File: config.mk
export PLATFORM = sky130hd
export DESIGN_NAME = b_powermonitor_pgood_capture
export DESIGN_NICKNAME = d
export VERILOG_FILES = /design/src/rtl/b_powermonitor_pgood_capture.sv
export SDC_FILE = /design/constraint.sdc
export NUM_CORES = 1
export LEC_CHECK = 0
export ABC_AREA = 1
export CORE_ASPECT_RATIO = 0.6
export CORE_MARGIN = 3
export CORE_UTILIZATION = 34
export DETAILED_ROUTE_END_ITERATION = 6
export PLACE_DENSITY = 0.87
export REMOVE_ABC_BUFFERS = 1
export SYNTH_ARGS = -nofsm -noshare
export SYNTH_HDL_FRONTEND = slang
export SYNTH_SLANG_ARGS = --single-unit
File: constraint.sdc
create_clock -name clock -period 2 [get_ports clock]
set_input_delay 0.2 -clock clock [delete_from_list [all_inputs] [get_ports clock]]
set_output_delay 0.2 -clock clock [all_outputs]
set_load 0.01 [all_outputs]
File: src/rtl/b_powermonitor_pgood_capture.sv
// ---------------------------------------------------------------------------
// b_powermonitor_pgood_capture
//
// Purpose:
//   Input-side capture for up to 32 converter power-good lines. Each active
//   line is brought into the clock domain with a 2-FF synchronizer. A
//   prescaled sample tick drives a per-channel debouncer. A new level is
//   accepted only after DebounceCount consecutive ticks that disagree with
//   the current debounced level. Transitions of the debounced level are
//   latched in sticky registers that firmware can clear. Any latched falling
//   edge raises irq.
//
// Parameters:
//   NumConverters  active channels (1..32); higher indices read as 0
//   SamplePeriod   clock cycles per sample tick (1..256)
//   DebounceCount  consecutive disagreeing ticks to accept a level (1..255)
//
// Ports:
//   clock         in   component clock, all logic on posedge
//   reset         in   synchronous active-high reset
//   pgood_in      in   [31:0] raw asynchronous power-good inputs
//   sample_en     in   1 = prescaler runs, 0 = prescaler held at 0, no ticks
//   clr_req       in   one-cycle request to clear sticky bits
//   clr_mask      in   [31:0] sticky bits to clear when clr_req = 1
//   pgood_status  out  [31:0] debounced level per channel
//   all_good      out  AND of the active pgood_status bits
//   rise_sticky   out  [31:0] latched 0->1 transitions of pgood_status
//   fall_sticky   out  [31:0] latched 1->0 transitions of pgood_status
//   irq           out  registered OR of fall_sticky
//   sample_done   out  one-cycle pulse, registered sample tick
// ---------------------------------------------------------------------------
module b_powermonitor_pgood_capture #(
  parameter int unsigned NumConverters = 1,
  parameter int unsigned SamplePeriod  = 8,
  parameter int unsigned DebounceCount = 4
) (
  input  logic        clock,
  input  logic        reset,
  input  logic [31:0] pgood_in,
  input  logic        sample_en,
  input  logic        clr_req,
  input  logic [31:0] clr_mask,
  output logic [31:0] pgood_status,
  output logic        all_good,
  output logic [31:0] rise_sticky,
  output logic [31:0] fall_sticky,
  output logic        irq,
  output logic        sample_done
);

  // Bit i is set for every active channel. Computed one bit wider so that
  // NumConverters = 32 does not shift the one out of range.
  localparam logic [32:0] ONE_HOT     = 33'd1 << NumConverters;
  localparam logic [31:0] ACTIVE_MASK = 32'(ONE_HOT - 33'd1);

  localparam logic [7:0] PCNT_LAST = 8'(SamplePeriod - 1);
  localparam logic [7:0] CNT_LAST  = 8'(DebounceCount - 1);

  // -------------------------------------------------------------------------
  // Synchronizer. Unused channels are masked at the input so nothing
  // downstream of them can ever toggle.
  // -------------------------------------------------------------------------
  logic [31:0] sync1_q;
  logic [31:0] sync2_q;

  always_ff @(posedge clock) begin
    if (reset) begin
      sync1_q <= '0;
      sync2_q <= '0;
    end else begin
      sync1_q <= pgood_in & ACTIVE_MASK;
      sync2_q <= sync1_q;
    end
  end

  // -------------------------------------------------------------------------
  // Prescaler. pcnt only wraps through the explicit compare, so with
  // SamplePeriod = 1 it sits at 0 and every enabled cycle is a tick.
  // -------------------------------------------------------------------------
  logic [7:0] pcnt_q;
  logic [7:0] pcnt_d;
  logic       tick;

  assign tick = sample_en & (pcnt_q == PCNT_LAST);

  always_comb begin
    pcnt_d = pcnt_q;
    if (!sample_en) begin
      pcnt_d = '0;
    end else if (pcnt_q == PCNT_LAST) begin
      pcnt_d = '0;
    end else begin
      pcnt_d = pcnt_q + 8'd1;
    end
  end

  always_ff @(posedge clock) begin
    if (reset) begin
      pcnt_q <= '0;
    end else begin
      pcnt_q <= pcnt_d;
    end
  end

  // -------------------------------------------------------------------------
  // Per-channel debounce. The counter counts ticks on which the synchronized
  // input disagrees with the debounced level. Any agreeing tick restarts it,
  // so only an unbroken run of DebounceCount disagreeing ticks is accepted.
  // The counter never exceeds DebounceCount-1.
  // -------------------------------------------------------------------------
  logic [31:0] status_q;
  logic [31:0] status_d;

  for (genvar gi = 0; gi < 32; gi++) begin : g_chan
    if (gi < NumConverters) begin : g_active
      logic [7:0] cnt_q;
      logic [7:0] cnt_d;
      logic       level_d;

      always_comb begin
        cnt_d   = cnt_q;
        level_d = status_q[gi];
        if (tick) begin
          if (sync2_q[gi] == status_q[gi]) begin
            cnt_d = '0;
          end else if (cnt_q == CNT_LAST) begin
            level_d = sync2_q[gi];
            cnt_d   = '0;
          end else begin
            cnt_d = cnt_q + 8'd1;
          end
        end
      end

      always_ff @(posedge clock) begin
        if (reset) begin
          cnt_q <= '0;
        end else begin
          cnt_q <= cnt_d;
        end
      end

      assign status_d[gi] = level_d;
    end else begin : g_unused
      assign status_d[gi] = 1'b0;
    end
  end

  // -------------------------------------------------------------------------
  // Sticky transition registers. The set term is OR-ed in after the clear,
  // so a transition landing on the same edge as a firmware clear is kept.
  // -------------------------------------------------------------------------
  logic [31:0] rise_q;
  logic [31:0] rise_d;
  logic [31:0] fall_q;
  logic [31:0] fall_d;
  logic [31:0] clr_bits;
  logic [31:0] rise_set;
  logic [31:0] fall_set;

  assign clr_bits = clr_req ? clr_mask : 32'd0;
  assign rise_set = status_d & ~status_q;
  assign fall_set = ~status_d & status_q;

  always_comb begin
    rise_d = ((rise_q & ~clr_bits) | rise_set) & ACTIVE_MASK;
    fall_d = ((fall_q & ~clr_bits) | fall_set) & ACTIVE_MASK;
  end

  // -------------------------------------------------------------------------
  // Status, sticky, irq and sample strobe registers. irq is taken from the
  // registered fall_sticky and therefore lags it by one cycle.
  // -------------------------------------------------------------------------
  logic irq_q;
  logic done_q;

  always_ff @(posedge clock) begin
    if (reset) begin
      status_q <= '0;
      rise_q   <= '0;
      fall_q   <= '0;
      irq_q    <= 1'b0;
      done_q   <= 1'b0;
    end else begin
      status_q <= status_d;
      rise_q   <= rise_d;
      fall_q   <= fall_d;
      irq_q    <= |fall_q;
      done_q   <= tick;
    end
  end

  assign pgood_status = status_q;
  assign rise_sticky  = rise_q;
  assign fall_sticky  = fall_q;
  assign irq          = irq_q;
  assign sample_done  = done_q;
  assign all_good     = &status_q[NumConverters-1:0];

endmodule
## Word-level counts from Yosys, hierarchy flattened

Index checks and enable logic that the tools add are counted.

| word-level totals | value |
|---|---|
| register bits | 23 |
| output and inout port bits | 99 |
| input bits | 68 |
| logic and storage cells | 33 |

| operators by class | value |
|---|---|
| mux-type cells | 6 |
| bitwise logic cells | 11 |
| reductions and logical operators | 2 |
| eq/ne operators | 3 |
| add/sub/neg operators | 2 |

Operators by type and width:

| kind | count |
|---|---|
| $reduce_or A32 Y1 | 1 |
| $add A8 B1 Y8 const B | 2 |
| $mux W8 | 2 |
| $eq A8 B2 Y1 const B | 1 |
| $eq A8 B3 Y1 const B | 1 |
| $and A1 B1 Y1 | 5 |
| $mux W1 | 4 |
| $not A1 Y1 | 4 |
| $reduce_or A3 Y1 | 1 |
| $or A1 B1 Y1 | 2 |
| $eq A1 B1 Y1 | 1 |

## Logic depth before layout (Yosys ltp)

| depth | value |
|---|---|
| word-level depth | 7 |
| depth in mapped cells | 8 |
| gate-level depth less buffers | 8 |

## Worst setup path after synthesis

OpenSTA, ideal clock, no wires.

| timing path | value |
|---|---|
| path kind | reg-to-reg |
| from | register pcnt_q[0] |
| to | register g_chan[0].g_active.cnt_q[0] |
| required time | 1.885 ns |
| path slack | 0.679 ns |
| buffers on the path | 0 |
| clock period less this slack | 1.321 ns |
| arrival time | 1.206 ns |
| stages on the path, launching flop included | 9 |
| library setup time | 0.115 ns |
| cells stage by stage | dfxtp_1 ha_1 nand3_2 nor2_4 nand2_4 clkinv_4 nand2_4 nand2_8 nor2_2 |

| on the way | value |
|---|---|
| word-level cells in the longest chain between the ends | 2 |

RTL lines:

| item | RTL line | RTL |
|---|---|---|
| start, declared | 80 | `logic [7:0] pcnt_q;` |
| start signal, assigned | 101 | `pcnt_q <= pcnt_d;` |
| $eq A8 B3 Y1 | 84 | `assign tick = sample_en & (pcnt_q == PCNT_LAST);` |
| $and A1 B1 Y1 | 84 |  |
| end signal, assigned | 139 | `cnt_q <= cnt_d;` |
| end, declared | 116 | `logic [7:0] cnt_q;` |

Every way passes these cells.
A chain may end at the register's enable or synchronous reset.

## Worst setup path after layout

| timing path | value |
|---|---|
| from | register pcnt_q[0] |
| to | register g_chan[0].g_active.cnt_q[2] |

The elaborated chain is that of the path after synthesis.

==> summary.txt <==
Final layout
  – Diodes inserted: 0
  – Area Growth Syn to Fin: -6.401%
  – Layout Cells excl Fill: 327
  – Nets: 332
  – Share of cells above drive strength 1: a little under an eighth
  – Final instance area: 1738 um2

Power
  – P per Cell Area: between 500 and 600 nW/um2
  – Max VDD drop: 0.2409 mV
  – Pleak: 0.0008421 uW

Outcome
  – Status: completed

Synthesis
  – Synth unique cells: 30
  – Post-synth top area share: 38.01%
  – Top post-synthesis cells by area: buf_4 (38%), dfxtp_1 (25%), nand2_1 (7.1%)
  – Top cell type by total area after synthesis: buf_4
  – Synth warnings: 0
  – Post-synthesis register bit count: 23
  – Post-synthesis cell count: 248
  – Seq/Total Area, Yosys: approximately 25%
  – Post-Syn Area: approximately 1900 um2
  – Avg Cell Area, Syn: 7.487 um2

Route
  – DR pass1 iterations: 4
  – Drt drc: 0
  – Via count: about 1.2k
  – DR vias/cell: ~3.6
  – Initial DRC count: 76
  – Antenna viol nets, final: 0
  – Avg WL per Cell: 8.823 um
  – Routed WL: between 2 and 3 mm

Placement
  – Cell area after placement: 1692 um2
  – Placer Congestion: 0.8925
  – Count of input and output buffers: 11
  – Placed cells: roughly 320
  – Dpl ws: 0.5082 ns
  – Post-DP HPWL: 2.371 mm

Clock network
  – Post-CTS sizing: 0
  – H-tree Lvls: 1
  – Buffers inserted by post-CTS timing repair: 0
  – TritonCTS buffer count: 3
  – Clk_lat worst skew: roughly 0.26 ns
  – Clk pin slew, worst setup/hold paths: 0.08 ns
  – Sink Count: 23
  – CTS tree: done
  – Max clock buf depth: 2
  – Hold Buf Count CTS: 0
  – CTS Root Cell: clkbuf_8

Timing
  – Worst setup margin: about 0.48 ns
  – Final worst path period share: 76.01%
  – Final hold violations: 0
  – FMAX: 0.6578 GHz
  – Final count of pins violating max slew: 0
  – Period minus WS final: 1.520 ns
  – RSZ-0062 raised after global routing: false
  – Final setup viols: 0
  – Final hold slack: 0.4118 ns
  – Setup TNS: 0 ns
  – Layout Skew: between 0.002 and 0.0025 ns

Floorplan
  – Die area: ~6400 um2
  – Die W: ~100 um
  – CORE AREA: 5155 um2
  – Num rows: 20
  – Die height: 63.24 um
  – IO Count: approximately 170
  – Starting Density: between 30% and 40%

Global routing
  – Gr ovfl total: 0
  – Initial antenna violation count: 0
  – Total track usage: 8.489%
  – Vias in the first global route: 981
  – Largest net degree at the start of global routing: 14
  – First-pass GRT wire length: 4.381 mm

Setup path
  – CP Max Fanout: 8
  – Path depth of the worst reg2reg path: 8
  – Crit path required time: 2.17 ns
  – CP Capture Point: g_chan[0].g_active.cnt_q[2]
  – Worst R2R Setup Slack: between 0.4 and 0.5 ns
  – RR Startpoint: pcnt_q[0]
  – CP Launch Type: register
  – Setup crit end kind: register
  – Reg-to-reg endpoint: g_chan[0].g_active.cnt_q[2]
  – Critical path class: register to register
  – Worst Path Arrival: 1.69 ns
  – Crit path from: pcnt_q[0]

Worst hold path
  – Worst hold path class: register to register
  – WHS Path Cells: 2

Flow run
  – Max Cap Viol: 0
==> routing by layer <==
| layer | vias to the layer above | global-route usage (%) | routed length (um) |
|---|---|---|---|
| li1 | 606 | - | - |
| met1 | 530 | 10.43 | 1151 |
| met2 | 43 | 13.36 | 1483 |
| met3 | 6 | 2.655 | 186 |
| met4 | 0 | 4.146 | 63 |
| met5 | - | 0 | 0 |
==> cell type report <==
type                    instances  area [um2]
fillers                       540        3417
multi-input cells             199       939.7
flip-flops and latches         23       460.4
repair buffers                 12       117.6
inverters                      23       91.34
well taps                      66       82.58
clock buffers                   3       41.29
clock inverters                 1       5.005
==> registers in the layout, indices dropped and copies added (netlist names) <==
register,count
fall_sticky,1
pgood_status,1
irq,1
sync2_q,1
rise_sticky,1
sample_done,1
sync1_q,1
pcnt_q,8
g_chan.g_active.cnt_q,8
==> Yosys cell counts, drive strengths merged <==
cell,instances
buf,95
nand2,42
nor2,25
dfxtp,23
inv,22
nand3,12
nand4,6
o21ai,5
a21oi,4
nor3,3
nor3b,3
ha,2
xor2,2
clkinv,1
conb,1
o21bai,1
xnor2,1
==> critical path, cell delays in order (launching register included) <==
cell	delay, ns
dfxtp_1	0.39
ha_1	0.23
nand3_2	0.11
nor2_4	0.21
nand2_4	0.15
clkinv_4	0.12
o21ai_1	0.09
nand2_1	0.08
inv_1	0.04
==> how the worst min path moves through the flow <==
stage                from                     endpoint  slack (ns)
2_1_floorplan       reset  g_chan[0].g_active.cnt_q[3]        0.26
3_3_place_gp   sync1_q[0]                   sync2_q[0]        0.39
3_5_place_dp   sync1_q[0]                   sync2_q[0]        0.40
4_1_cts        sync1_q[0]                   sync2_q[0]        0.41
5_1_grt        sync1_q[0]                   sync2_q[0]        0.45
6_report       sync1_q[0]                   sync2_q[0]        0.41
==> cells in the final DEF, fill, tap and decap left out, types with 3 or more instances in the layout <==
| cell type | Yosys | final |
|---|---|---|
| nand4_1 | 6 | 6 |
| nor2_2 | 5 | 5 |
| inv_1 | 18 | 18 |
| nand2_1 | 35 | 35 |
| conb_1 | 1 | 93 |
| nand2_2 | 4 | 4 |
| clkbuf_8 | 0 | 3 |
| inv_2 | 4 | 4 |
| nor2_1 | 18 | 18 |
| dfxtp_1 | 23 | 23 |
| nand3_1 | 11 | 11 |
| clkdlybuf4s50_1 | 0 | 11 |
==> through the flow <==
step | power (uW) | utilization (%)
global route | 921.8 | 33.71
finish | 869.1 | 33.71
global placement | 586.3 | 32.82
floorplan | 566.6 | -
CTS | 873.3 | 33.71
detailed placement | 587.2 | 32.82
==> power breakdown <==
part           switching [uW]  leakage (uW)  internal, uW
Sequential               3.10      0.000186           461
Combinational             102      0.000631          15.6
Clock                     148     0.0000255           139
==> kinds of logic after synthesis <==
logic type      count (synthesis)  share of synthesized area (%)
flops                          23                          24.80
xor+xnor                        3                          1.415
buf+inv                       118                          43.19
other cells                     1                         0.2020
simple gates                   91                          25.61
compound gates                 10                          3.437
fa+ha+maj                       2                          1.347
No activity file was read; power rests on OpenSTA's default activity.
